## config.mk

```make
export PLATFORM = sky130hd
export DESIGN_NAME = pru1_led_sequencer
export DESIGN_NICKNAME = d
export VERILOG_FILES = /design/src/rtl/pru1_led_sequencer.sv
export SDC_FILE = /design/constraint.sdc
export NUM_CORES = 1
export LEC_CHECK = 0
export CORE_MARGIN = 4
export CORE_UTILIZATION = 40
export DETAILED_ROUTE_END_ITERATION = 6
export PLACE_DENSITY = 0.81
export SLEW_MARGIN = 20
export SYNTH_ARGS = -nofsm -noshare
export SYNTH_HDL_FRONTEND = slang
export SYNTH_SLANG_ARGS = --single-unit
```

## constraint.sdc

```tcl
create_clock -name clk -period 3.25 [get_ports clk]
set_input_delay 0.325 -clock clk [delete_from_list [all_inputs] [get_ports clk]]
set_output_delay 0.325 -clock clk [all_outputs]
set_load 0.01 [all_outputs]
```

## src/rtl/pru1_led_sequencer.sv

```systemverilog
// Avalon-MM initiator that writes an LED pattern to a 3-bit PIO, reads it back,
// and keeps a sticky mismatch flag plus a saturating error count.
module pru1_led_sequencer #(
    parameter int TICK_DIV = 50000000,
    parameter int ERR_W    = 8
) (
    input  logic             clk,
    input  logic             reset,
    input  logic             enable,
    input  logic [1:0]       mode,
    input  logic [2:0]       seed,
    input  logic             clear_errors,
    input  logic             avm_waitrequest,
    input  logic [31:0]      avm_readdata,
    output logic [1:0]       avm_address,
    output logic             avm_chipselect,
    output logic             avm_write_n,
    output logic             avm_read_n,
    output logic [31:0]      avm_writedata,
    output logic [2:0]       pattern,
    output logic             busy,
    output logic             mismatch,
    output logic [ERR_W-1:0] err_count
);

    // state     | meaning
    // IDLE      | bus idle, waiting for enable
    // WRITE     | write pattern to PIO data register
    // READ      | read back and compare
    // WAIT_TICK | bus idle, counting TICK_DIV cycles to next update
    typedef enum logic [1:0] {
        IDLE      = 2'd0,
        WRITE     = 2'd1,
        READ      = 2'd2,
        WAIT_TICK = 2'd3
    } state_t;

    localparam int               CNT_W     = (TICK_DIV > 1) ? $clog2(TICK_DIV) : 1;
    localparam logic [CNT_W-1:0] TICK_LAST = CNT_W'(TICK_DIV - 1);
    localparam logic [ERR_W-1:0] ERR_MAX   = '1;

    state_t           state, state_nx;
    logic [2:0]       pattern_nx;
    logic [CNT_W-1:0] tick_cnt, tick_nx;
    logic             stop_pend, stop_nx;
    logic             mismatch_nx;
    logic [ERR_W-1:0] err_nx;
    logic             unused_rdata;

    assign unused_rdata  = ^avm_readdata[31:3];
    assign avm_address   = 2'b00;
    assign avm_writedata = {29'b0, pattern};

    function automatic logic [2:0] start_pattern(input logic [1:0] m, input logic [2:0] s);
        case (m)
            2'd0:    return 3'b000;
            2'd1:    return 3'b001;
            2'd2:    return 3'b101;
            default: return s;
        endcase
    endfunction

    function automatic logic [2:0] advance_pattern(input logic [1:0] m, input logic [2:0] p,
                                                   input logic [2:0] s);
        case (m)
            2'd0:    return p + 3'd1;
            2'd1:    return (p == 3'b001) ? 3'b010 : (p == 3'b010) ? 3'b100 : 3'b001;
            2'd2:    return (p == 3'b101) ? 3'b010 : 3'b101;
            default: return s;
        endcase
    endfunction

    always_comb begin
        state_nx       = state;
        pattern_nx     = pattern;
        tick_nx        = tick_cnt;
        stop_nx        = stop_pend;
        mismatch_nx    = mismatch;
        err_nx         = err_count;
        avm_chipselect = 1'b0;
        avm_write_n    = 1'b1;
        avm_read_n     = 1'b1;

        case (state)
            IDLE: begin
                stop_nx = 1'b0;
                if (enable) begin
                    pattern_nx = start_pattern(mode, seed);
                    state_nx   = WRITE;
                end
            end
            WRITE: begin
                avm_chipselect = 1'b1;
                avm_write_n    = 1'b0;
                if (!enable) stop_nx = 1'b1;
                if (!avm_waitrequest) state_nx = READ;
            end
            READ: begin
                avm_chipselect = 1'b1;
                avm_read_n     = 1'b0;
                if (!enable) stop_nx = 1'b1;
                if (!avm_waitrequest) begin
                    if (avm_readdata[2:0] != pattern) begin
                        mismatch_nx = 1'b1;
                        if (err_count != ERR_MAX) err_nx = err_count + ERR_W'(1);
                    end
                    tick_nx = '0;
                    // A disable seen during the transfer skips the tick wait.
                    state_nx = (stop_pend || !enable) ? IDLE : WAIT_TICK;
                end
            end
            WAIT_TICK: begin
                if (!enable) begin
                    state_nx = IDLE;
                end else if (tick_cnt == TICK_LAST) begin
                    pattern_nx = advance_pattern(mode, pattern, seed);
                    state_nx   = WRITE;
                end else begin
                    tick_nx = tick_cnt + CNT_W'(1);
                end
            end
            default: state_nx = IDLE;
        endcase

        if (clear_errors) begin
            mismatch_nx = 1'b0;
            err_nx      = '0;
        end
    end

    always_ff @(posedge clk) begin
        if (reset) begin
            state     <= IDLE;
            pattern   <= 3'b000;
            tick_cnt  <= '0;
            stop_pend <= 1'b0;
            busy      <= 1'b0;
            mismatch  <= 1'b0;
            err_count <= '0;
        end else begin
            state     <= state_nx;
            pattern   <= pattern_nx;
            tick_cnt  <= tick_nx;
            stop_pend <= stop_nx;
            busy      <= (state_nx != IDLE);
            mismatch  <= mismatch_nx;
            err_count <= err_nx;
        end
    end

endmodule

```

# Word-level counts from Yosys, hierarchy flattened
# Cells that the tools add are included.
[word_totals]
regBits = 42
word_cells = 68
input_bits = 42
output_inout_bits = 50
[op_classes]
reduce_logical = 15
eq_ne = 17
n_addsub = 3
n_mux = 25
bitwise_logic = 1
[ops]
columns = ["cell", "count"]
rows = [
  ["26-bit two-way mux", 3],
  ["26-bit case mux with 2 select lines", 1],
  ["26-bit by 1-bit adder with 26-bit output (second input constant)", 1],
  ["26-bit equality test (second input constant)", 1],
  ["3-bit two-way mux", 6],
  ["3-bit case mux with 3 select lines", 2],
  ["2-bit two-way mux", 6],
  ["2-bit != test (second input constant)", 6],
  ["4-bit AND reduction", 3],
  ["8-bit by 1-bit adder with 8-bit output (second input constant)", 1],
  ["8-bit != test (second input constant)", 1],
  ["2-bit case mux with 4 select lines", 1],
  ["2-bit nonzero test", 4],
  ["2-bit equality test (second input constant)", 3],
  ["3-bit case mux with 2 select lines", 1],
  ["2-bit by 1-bit equality test with 1-bit output (second input constant)", 2],
  ["2-bit logical NOT", 2],
  ["1-bit two-way mux", 4],
  ["2-bit OR reduction", 2],
  ["3-bit by 1-bit adder with 3-bit output (second input constant)", 1],
  ["3-bit by 1-bit equality test with 1-bit output (second input constant)", 1],
  ["3-bit by 2-bit equality test with 1-bit output (second input constant)", 1],
  ["3-bit equality test (second input constant)", 1],
  ["3-bit != test", 1],
  ["other kinds (6)", 6],
]

# Logic depth before layout (Yosys ltp)
# Gate-level depths: netlist of the first run.
[depth]
depth_word = 7
depth_mapped = 9
ltp_nobuf = 7

# Worst setup path after synthesis of the first run
# Ideal clock, no wire load.
[synth_timing]
path_kind = "reg-to-reg"
start = "register tick_cnt[13]"
end = "register tick_cnt[25]"
setup_time_ns = 0.070
required_time_ns = 3.180
arrival_time_ns = 2.312
path_stages_with_launch = 7
path_slack_ns = 0.868
path_buffers = 1
synth_period_minus_slack_ns = 2.382
cell_sequence = "dfxtp_1 > nand4_4 > or4_1 > buf_2 > or4_4 > or4_1 > a21oi_1"
[synth_between]
elab_chain_cells = 4
word_cells_on_any_way = 7
cone_classes = "add/sub (1); eq/ne (2); mux (3); reduce/logical (1)"
[synth_rtl]
columns = ["item", "line_no", "rtl"]
rows = [
  ["start: declaration", "44", "logic [CNT_W-1:0] tick_cnt, tick_nx;"],
  ["start signal: assignment", "143", "tick_cnt <= tick_nx;"],
  ["26-bit by 1-bit adder with 26-bit output", "119", "tick_nx = tick_cnt + CNT_W'(1);"],
  ["26-bit two-way mux", "115", "end else if (tick_cnt == TICK_LAST) begin"],
  ["26-bit two-way mux", "113", "if (!enable) begin"],
  ["26-bit case mux with 2 select lines", "84", "case (state)"],
]
# Several ways; a longest one is shown, not always the timed one. The select of a mux whose other input is x is not followed.
# A chain may end at the register's enable or synchronous reset.

# Worst setup path in the final report of the first run
[layout_timing]
start = "register tick_cnt[7]"
end = "register tick_cnt[25]"
# Same word-level chain as after synthesis.

==> results.yml, run 1 <==
floorplan:
  floorplan.die.height_um: 90.4
  floorplan.initialDensity: 0.421
  fp.coreArea_um2: 6460
  core.rowCount: 29
  die_x_um: 90.4
  die-area_um2: 8180
  design.portCount: 92
clock_tree:
  clkLatencyLatePin_ps: 290
  cts_repair_resize_count: 0
  num_cts_buffers: 5
  path_clk_slew_ps: 80
  clock-root-buffer: "clkbuf_8"
  postCtsHoldBufs: 0
  cts_post_setup_buffers_inserted: 0
  clock_sinks: 42
  h-tree-depth: 2
  clock_tree.buffer_depth: 2
  cts_tree: "done"
power:
  power.leakage_uw: 0.00109
  power_per_cell_area_nw_per_um2: 503
  worst_ir_drop_vdd_mv: 0.289
placed_design:
  detailed_place_hpwl_um: 4400
  routability_congestion_estimate_from_global_placement: 0.829
  dpl-instance-area_um2: 2950
  count_of_buffers_inserted_at_the_top_level_ports: 31
min_path:
  worst_hold_path_type: "reg2reg"
  beginning_of_the_worst_hold_path: "mismatch"
  min_delay_path_depth: 2
  whs_endpoint: "mismatch"
cells_and_area:
  diodes: 0
  layout.nets: 416
  non_filler_cell_area_final_um2: 3060
  synthToLayoutAreaGrowth_pct: 12.7
  n_fill_cell: 600
  final_cell_mix: "42 x dfxtp_1, 31 x conb_1, 31 x clkdlybuf4s50_1"
  most_common_cell_after_layout_fill_and_taps_aside: "dfxtp_1"
  layout-drive-gt1-share: 0.0582
setup_path:
  critPathLaunchType: "flop"
  critical_path_arrival_ps: 2840
  timing.critical_path.max_delay_family: "simple AND/OR/NAND/NOR gates"
  startpoint_to_endpoint_class_of_the_critical_path: "reg2reg"
  critPathCaptureType: "flop"
  worstReg2RegEnd: "tick_cnt[25]"
  timing.critical_path.required_ps: 3480
  number_of_buffer_and_inverter_instances_along_the_worst_setup_path: 0
  critical_path.cell_chain: "nand4_1 -> or4_1 -> or4_4 -> or4_1 -> a21oi_1"
  rrSetupSlack_ps: 630
  cp_peak_stage_delay_ps: 660
  timing.rr.start: "tick_cnt[7]"
  worst_path_most_repeated_cell: "or4_1"
  critical_path.max_fanout: 7
  crit_path_slowest_cell: "or4_1"
  r2r.worst_path.cells: 5
drt:
  drc_errors: 0
  num_vias: 2446
  via_per_inst: 5.58
  avgRoutedWirePerCell_um: 13.7
  first_iter_violations: 135
  finalWirelength_um: 6000
  drt.antenna.violating_nets: 0
  detail_route.first_pass.iterations: 4
synth:
  unique_cell_type_count_in_the_yosys_netlist: 52
  synthArstFlopShare: 0
  synth_compound_gate_area_share: 0.179
  synth_area_leader_cell: "dfxtp_1"
  netlist_top_cells_area: "dfxtp_1 31%, buf_4 9.4%, ha_1 6.0%, a21oi_1 5.5%, or4_1 4.1%"
  yosys_register_bits: 42
  dominant_combinational_cell_family_by_area_after_synthesis: "simple AND/OR/NAND/NOR gates"
  synthXorXnorAreaFrac: 0.0322
  ys_seq_area_frac: 0.309
  synth_cells: 338
  cell_area_synth_um2: 2720
  syn-mean-instance-area_um2: 8.04
  synth_enable_flop_cells: 0
  synth.area.mux_share: 0.0193
  synth-adder-area-share: 0.0598
  synth-simple-area-share: 0.263
  synthesis.yosys.warnings: 0
  synthDominantCellAreaShare: 0.309
  most_used_flip_flop_cell_after_synthesis: "dfxtp_1"
run:
  drv.max_cap_violation_count: 0
global_routing:
  overflow: 0
  grt_pass1_wl_um: 10300
  maximum_number_of_pins_on_one_net_before_global_route_repair: 24
  grt_pass1_vias: 2271
  grt_antenna_before_repair: 0
  total_global_routing_track_utilization: 0.146
sta:
  report.final.setup_viol: 0
  rsz0062_at_grt: "false"
  timing.max_slew.rel_slack: 0.490
  clock_skew_ps: 4.61
  hold_vio_cnt_final: 0
  final_max_slew_viol_count: 0
  final_worst_path_period_share: 0.805
  finalSetupTns_ps: 0
  timing.hold.ws_ps: 496
  min_period_ps: 2620
  worstMarginPinSlew_ps: 760
  fmax_mhz: 382
run_status:
  status: "finished, final reports clean"
[how the worst max path moves through the flow]
stage                         start           end  cells past startpoint
finish                  tick_cnt[7]  tick_cnt[25]                      5
global placement    avm_waitrequest  err_count[7]                      6
global route            tick_cnt[7]  tick_cnt[25]                      5
detailed placement  avm_waitrequest  err_count[5]                      6
floorplan              tick_cnt[13]  tick_cnt[25]                      6
CTS                    tick_cnt[12]  tick_cnt[25]                      5
[state kept, by name, indices dropped and copies added (netlist names)]
name,flops
tick_cnt,26
err_count,8
pattern,3
state,2
busy,1
mismatch,1
stop_pend,1
[report_power, final]
group          switching [µW]  total [µW]  internal (µW)
clock                     178         424            246
combinational             292         527            235
sequential               41.9         591            549
total                     512        1540           1030
[cell type report]
class                      instances  area (µm²)  share of cell area
clock inverter                     1        30.0             0.00980
multi-input combinational        262        1620               0.529
tap                               77        96.3              0.0314
inverter                          16        60.1              0.0196
timing repair buffer              34         333               0.109
sequential                        42         841               0.274
clock buffer                       6        82.6              0.0269
[cell families after synthesis]
family                   Yosys count
adder cells (fa/ha/maj)           13
XOR/XNOR                          10
AO/OA/AOI/OAI                     77
other                              1
AND/OR/NAND/NOR                  126
buffers and inverters             64
multiplexers                       5
flip-flops                        42
[metrics by stage]
step / setup slack (ps) / util / cells / power, µW
6_report: 634 / 0.474 / 438 / 1540
5_1_grt: 472 / 0.474 / 438 / 1640
4_1_cts: 629 / 0.474 / 438 / 1560
3_5_place_dp: 657 / 0.457 / 431 / 1130
3_3_place_gp: 698 / 0.457 / 431 / 1110
2_1_floorplan: 868 / - / 368 / 971
[synth_stat cells, types with 4 or more instances]
master and n:
o31ai_1 11, nor4_1 5, nand2_1 22, clkbuf_1 12, buf_4 34, or3_1 6
o211ai_1 5, or4_1 15, ha_1 13, nand4_1 4, o21ai_0 12, xnor2_1 7
a21oi_1 30, nor3_1 5, or2_2 4, dfxtp_1 42, inv_1 16, nand3_1 17
nor2_1 23
[metal layers]
metal / part of all wire / global-route usage / wire length [µm] / vias up
li1: - / - / - / 1203
met1: 0.44 / 0.182 / 2640 / 1155
met2: 0.49 / 0.246 / 2940 / 78
met3: 0.054 / 0.0258 / 322 / 10
met4: 0.016 / 0.0638 / 94 / 0
met5: 0 / 0 / 0 / -
[worst min-delay path, delay by kind of cell, from the launching register on]
kind / cells / cell delay, ps
AND/OR/NAND/NOR: 2 / 120
flip-flops: 1 / 340
No activity file was read; power rests on OpenSTA's default activity.
==> inputs of run 2 (changes only) <==
==> constraint.sdc (replaced) <==
create_clock -name clk -period 2.66 [get_ports clk]
set_input_delay 0.266 -clock clk [delete_from_list [all_inputs] [get_ports clk]]
set_output_delay 0.266 -clock clk [all_outputs]
set_load 0.01 [all_outputs]
==> run 2 against run 1 <==
  * Via count shrank 0.57%
  * Fmax grew 6.2%
  * Core utilization up 0.66 points
  * Largest cell class unchanged
==> results.yml, run 2 (same netlist as run 1, synthesis figures left out) <==
run_status:
  status: "finished, final reports clean"
placed_design:
  pre_cts_slack_ps: 223
  detailed_place_hpwl_um: 4560
  dpl-instance-area_um2: 3000
  count_of_buffers_inserted_at_the_top_level_ports: 31
  place.detailed.instances: 437
  routability_congestion_estimate_from_global_placement: 0.840
clock_tree:
  num_cts_buffers: 5
  cts_repair_resize_count: 0
  postCtsHoldBufs: 0
  clock_tree.buffer_depth: 2
  path_clk_slew_ps: 80
  cts_tree: "done"
  cts_post_setup_buffers_inserted: 0
  clkLatencyLatePin_ps: 300
  clock_sinks: 42
  clock-root-buffer: "clkbuf_8"
  h-tree-depth: 2
drt:
  met3_length_um: 276
  detail_route.first_pass.iterations: 4
  num_vias: 2432
  detailed_routed_wire_length_on_met2_um: 2980
  top_signal_layer_used: "met4"
  drt-met1-wl_um: 2660
  drc_errors: 0
  avgRoutedWirePerCell_um: 13.5
  via_per_inst: 5.47
  first_iter_violations: 148
  finalWirelength_um: 6010
  drt.antenna.violating_nets: 0
setup_path:
  rrSetupSlack_ps: 200
  critPathLaunchType: "flop"
  critical_path_arrival_ps: 2690
  timing.critical_path.required_ps: 2890
  critical_path.max_fanout: 9
  startpoint_to_endpoint_class_of_the_critical_path: "reg2reg"
  critPathCaptureType: "flop"
global_routing:
  maximum_number_of_pins_on_one_net_before_global_route_repair: 17
  overflow: 0
  grt_pass1_wl_um: 9970
  total_global_routing_track_utilization: 0.142
  grt_pass1_vias: 2208
  grt_antenna_before_repair: 0
cells_and_area:
  layout.nets: 422
  non_filler_cell_area_final_um2: 3110
  n_fill_cell: 622
  largest_register: "tick_cnt"
  most_common_cell_after_layout_fill_and_taps_aside: "dfxtp_1"
  diodes: 0
  post_route_insts_no_fill: 445
  synthToLayoutAreaGrowth_pct: 14.3
  layout-drive-gt1-share: 0.0734
  biggestRegsByFlops: "tick_cnt x26, err_count x8, pattern x3"
  final_cell_mix: "42 x dfxtp_1, 31 x conb_1, 31 x clkdlybuf4s50_1"
  multi_input_area_um2: 1620
  seqCellArea_um2: 841
  largest_register_ffs: 26
power:
  power.share.combinational: 0.351
  p_seq_frac: 0.382
  power_frac_clock: 0.267
  worst_ir_drop_vdd_mv: 0.301
  power_per_cell_area_nw_per_um2: 610
  switching_share: 0.339
  internal_power_uw: 1250
  power.leakage_uw: 0.00111
  p_switching_uw: 643
floorplan:
  fp.coreArea_um2: 6460
  floorplan.die.height_um: 90.4
  floorplan.initialDensity: 0.421
  die_x_um: 90.4
  die-area_um2: 8180
  core.rowCount: 29
  design.portCount: 92
run:
  drv.max_cap_violation_count: 0
sta:
  timing.hold.ws_ps: 496
  rsz0062_at_grt: "false"
  final_max_slew_viol_count: 0
  hold_vio_cnt_final: 0
  final_worst_path_period_share: 0.926
  fmax_mhz: 406
  worst_slack_ps: 196
  min_period_ps: 2460
  finalSetupTns_ps: 0
  clock_skew_ps: 7.12
  report.final.setup_viol: 0
min_path:
  worst_hold_path_type: "reg2reg"
## run 2: worst paths after layout
check                               endpoint    startpoint  cells after the start
worst max-delay path            tick_cnt[25]  tick_cnt[13]                      5
worst min-delay path             tick_cnt[1]   tick_cnt[1]                      2
worst max register to register  tick_cnt[25]  tick_cnt[13]                      5
worst min register to register   tick_cnt[1]   tick_cnt[1]                      2
## run 2: layout make-up
class                   instances  share of cell area
multi-input cells             262               0.522
inverters                      16              0.0193
flip-flops and latches         42               0.271
well taps                      77              0.0310
repair buffers                 40               0.122
clock buffers                   6              0.0234
clock inverters                 2              0.0121
## run 2: power groups by stage
stage / registers (µW) / logic [µW] / clock network [µW]
6_report: 724 / 665 / 507
5_1_grt: 733 / 728 / 539
4_1_cts: 724 / 667 / 512
3_5_place_dp: 738 / 664 / 0
3_3_place_gp: 736 / 643 / 0
2_1_floorplan: 733 / 453 / 0
## run 2: per-layer routing
layer / track usage / up-vias
li1: - / 1213
met1: 0.173 / 1142
met3: 0.0258 / 8
met4: 0.0459 / 0
met2: 0.253 / 69
met5: 0 / -
## run 2: stage by stage
step           total power (µW)  utilization
2_1_floorplan              1190            -
3_3_place_gp               1380        0.464
3_5_place_dp               1400        0.464
4_1_cts                    1900        0.481
5_1_grt                    2000        0.481
6_report                   1900        0.481
## run 2: critical path: stages, from the launching register on
cell and delay, ps:
dfxtp_1 430, nand4_4 190, or4_1 580, or4_4 570, or4_1 480, a21oi_1 140
==> inputs of run 3 (changes only) <==
--- a/config.mk
+++ b/config.mk
@@ -8,7 +8,7 @@
 export CORE_MARGIN = 4
 export CORE_UTILIZATION = 40
 export DETAILED_ROUTE_END_ITERATION = 6
-export PLACE_DENSITY = 0.81
+export PLACE_DENSITY = 0.72
 export SLEW_MARGIN = 20
 export SYNTH_ARGS = -nofsm -noshare
 export SYNTH_HDL_FRONTEND = slang
==> run 3 against run 2 <==
  * Clock power barely moved
  * Worst hold slack got worse by 8.9 ps
  * Sequential share of layout area fell by 0.19 points
  * Worst setup slack improved by 71 ps
  * Fmax rose by 3.0%
  * Clock skew rose by 7.3 ps
  * Power fell by 0.33%
  * Routed wire length fell by 1.5%
  * Clock-buffer cell count did not move
  * Critical path depth did not move
  * Non-clock buffer count rose by 3
  * Critical endpoint unchanged
  * Largest cell class unchanged
  * Highest routed layer unchanged
==> results.yml, run 3 (same netlist as run 1, synthesis figures left out) <==
run_status:
  status: "finished, final reports clean"
clock_tree:
  clkLatencyLatePin_ps: 300
  h-tree-depth: 2
  postCtsHoldBufs: 0
  cts_post_setup_buffers_inserted: 0
  path_clk_slew_ps: 90
  cts_tree: "done"
  clock_tree.buffer_depth: 2
  clock_sinks: 42
  num_cts_buffers: 5
  cts_repair_resize_count: 0
  clock-root-buffer: "clkbuf_8"
placed_design:
  place.detailed.instances: 440
  detailed_place_hpwl_um: 4410
  routability_congestion_estimate_from_global_placement: 0.832
  dpl-instance-area_um2: 3020
  count_of_buffers_inserted_at_the_top_level_ports: 31
floorplan:
  core.rowCount: 29
  design.portCount: 92
  die-area_um2: 8180
  fp.coreArea_um2: 6460
  floorplan.die.height_um: 90.4
  die_x_um: 90.4
  floorplan.initialDensity: 0.421
setup_path:
  worstReg2RegEnd: "tick_cnt[25]"
  critPathLaunchType: "flop"
  rrSetupSlack_ps: 270
  startpoint_to_endpoint_class_of_the_critical_path: "reg2reg"
  critical_path.max_fanout: 6
  r2r.worst_path.cells: 5
  critPathCaptureType: "flop"
  timing.rr.start: "tick_cnt[13]"
  critical_path_arrival_ps: 2630
  timing.critical_path.required_ps: 2900
min_path:
  worst_hold_path_type: "reg2reg"
  min_delay_path_depth: 2
  beginning_of_the_worst_hold_path: "mismatch"
  whs_endpoint: "mismatch"
cells_and_area:
  non_filler_cell_area_final_um2: 3130
  post_route_insts_no_fill: 448
  largest_register: "tick_cnt"
  largest_register_ffs: 26
  biggestRegsByFlops: "tick_cnt x26, err_count x8, pattern x3"
  layout-drive-gt1-share: 0.0809
  most_common_cell_after_layout_fill_and_taps_aside: "dfxtp_1"
  final_cell_mix: "42 x dfxtp_1, 31 x conb_1, 31 x clkdlybuf4s50_1"
  layout.nets: 425
  synthToLayoutAreaGrowth_pct: 15.1
  n_fill_cell: 627
  diodes: 0
drt:
  drc_errors: 0
  first_iter_violations: 118
  detail_route.first_pass.iterations: 4
  num_vias: 2439
  avgRoutedWirePerCell_um: 13.2
  drt.antenna.violating_nets: 0
  finalWirelength_um: 5920
  via_per_inst: 5.44
sta:
  hold_vio_cnt_final: 0
  final_worst_path_period_share: 0.900
  worstMarginPinSlew_ps: 519
  min_period_ps: 2390
  clock_skew_ps: 14.4
  fmax_mhz: 418
  report.final.setup_viol: 0
  finalSetupTns_ps: 0
  timing.max_slew.rel_slack: 0.651
  rsz0062_at_grt: "false"
  final_max_slew_viol_count: 0
power:
  switching_share: 0.336
  power.share.combinational: 0.349
  worst_ir_drop_vdd_mv: 0.235
  p_switching_uw: 636
  power_frac_clock: 0.269
  power_per_cell_area_nw_per_um2: 604
  p_seq_frac: 0.382
  internal_power_uw: 1250
  power.leakage_uw: 0.00112
global_routing:
  grt_antenna_before_repair: 0
  maximum_number_of_pins_on_one_net_before_global_route_repair: 22
  grt_pass1_wl_um: 10000
  overflow: 0
  total_global_routing_track_utilization: 0.144
  grt_pass1_vias: 2225
run:
  drv.max_cap_violation_count: 0
## run 3: layout make-up
cell class | instances | area, µm² | area share
flip-flops and latches | 42 | 841 | 0.269
well taps | 77 | 96.3 | 0.0308
inverters | 16 | 60.1 | 0.0192
clock inverters | 2 | 37.5 | 0.0120
repair buffers | 43 | 400 | 0.128
multi-input cells | 262 | 1620 | 0.518
clock buffers | 6 | 72.6 | 0.0232
## run 3: how the worst max path moves through the flow
| stage | start | end | slack [ps] |
|---|---|---|---|
| after floorplan | tick_cnt[13] | tick_cnt[25] | 280 |
| after global placement | tick_cnt[12] | tick_cnt[25] | 300 |
| after detailed placement | tick_cnt[12] | tick_cnt[25] | 300 |
| after CTS | tick_cnt[13] | tick_cnt[25] | 270 |
| after global routing | tick_cnt[13] | tick_cnt[25] | 170 |
| final | tick_cnt[13] | tick_cnt[25] | 270 |
## run 3: per-layer routing
metal | part of all wire | wire length [µm] | up-vias | GRT usage
met3 | 0.052 | 306 | 7 | 0.0325
met5 | 0 | 0 | - | 0
li1 | - | - | 1226 | -
met1 | 0.46 | 2720 | 1149 | 0.183
met4 | 0.013 | 79 | 0 | 0.0523
met2 | 0.47 | 2810 | 57 | 0.239
## run 3: worst max-delay path: stages (launching register included)
cell and delay (ps):
dfxtp_1 440, nand4_4 120, or4_1 580, or4_4 580, or4_1 480, a21oi_1 140
## run 3: power by group through the flow
stage | Clock (µW) | Sequential, µW | Combinational (µW)
after CTS | 520 | 723 | 662
after detailed placement | 0 | 738 | 658
after floorplan | 0 | 733 | 453
after global placement | 0 | 736 | 649
final | 508 | 722 | 660
after global routing | 544 | 732 | 734
## run 3: metrics by stage
stage          setup slack [ps]   util  hold slack [ps]  total power, µW
3_3_place_gp                303  0.467              453             1390
3_5_place_dp                297  0.467              465             1400
4_1_cts                     274  0.485              487             1900
5_1_grt                     166  0.485              529             2010
6_report                    267  0.485              487             1890
2_1_floorplan               278      -              448             1190
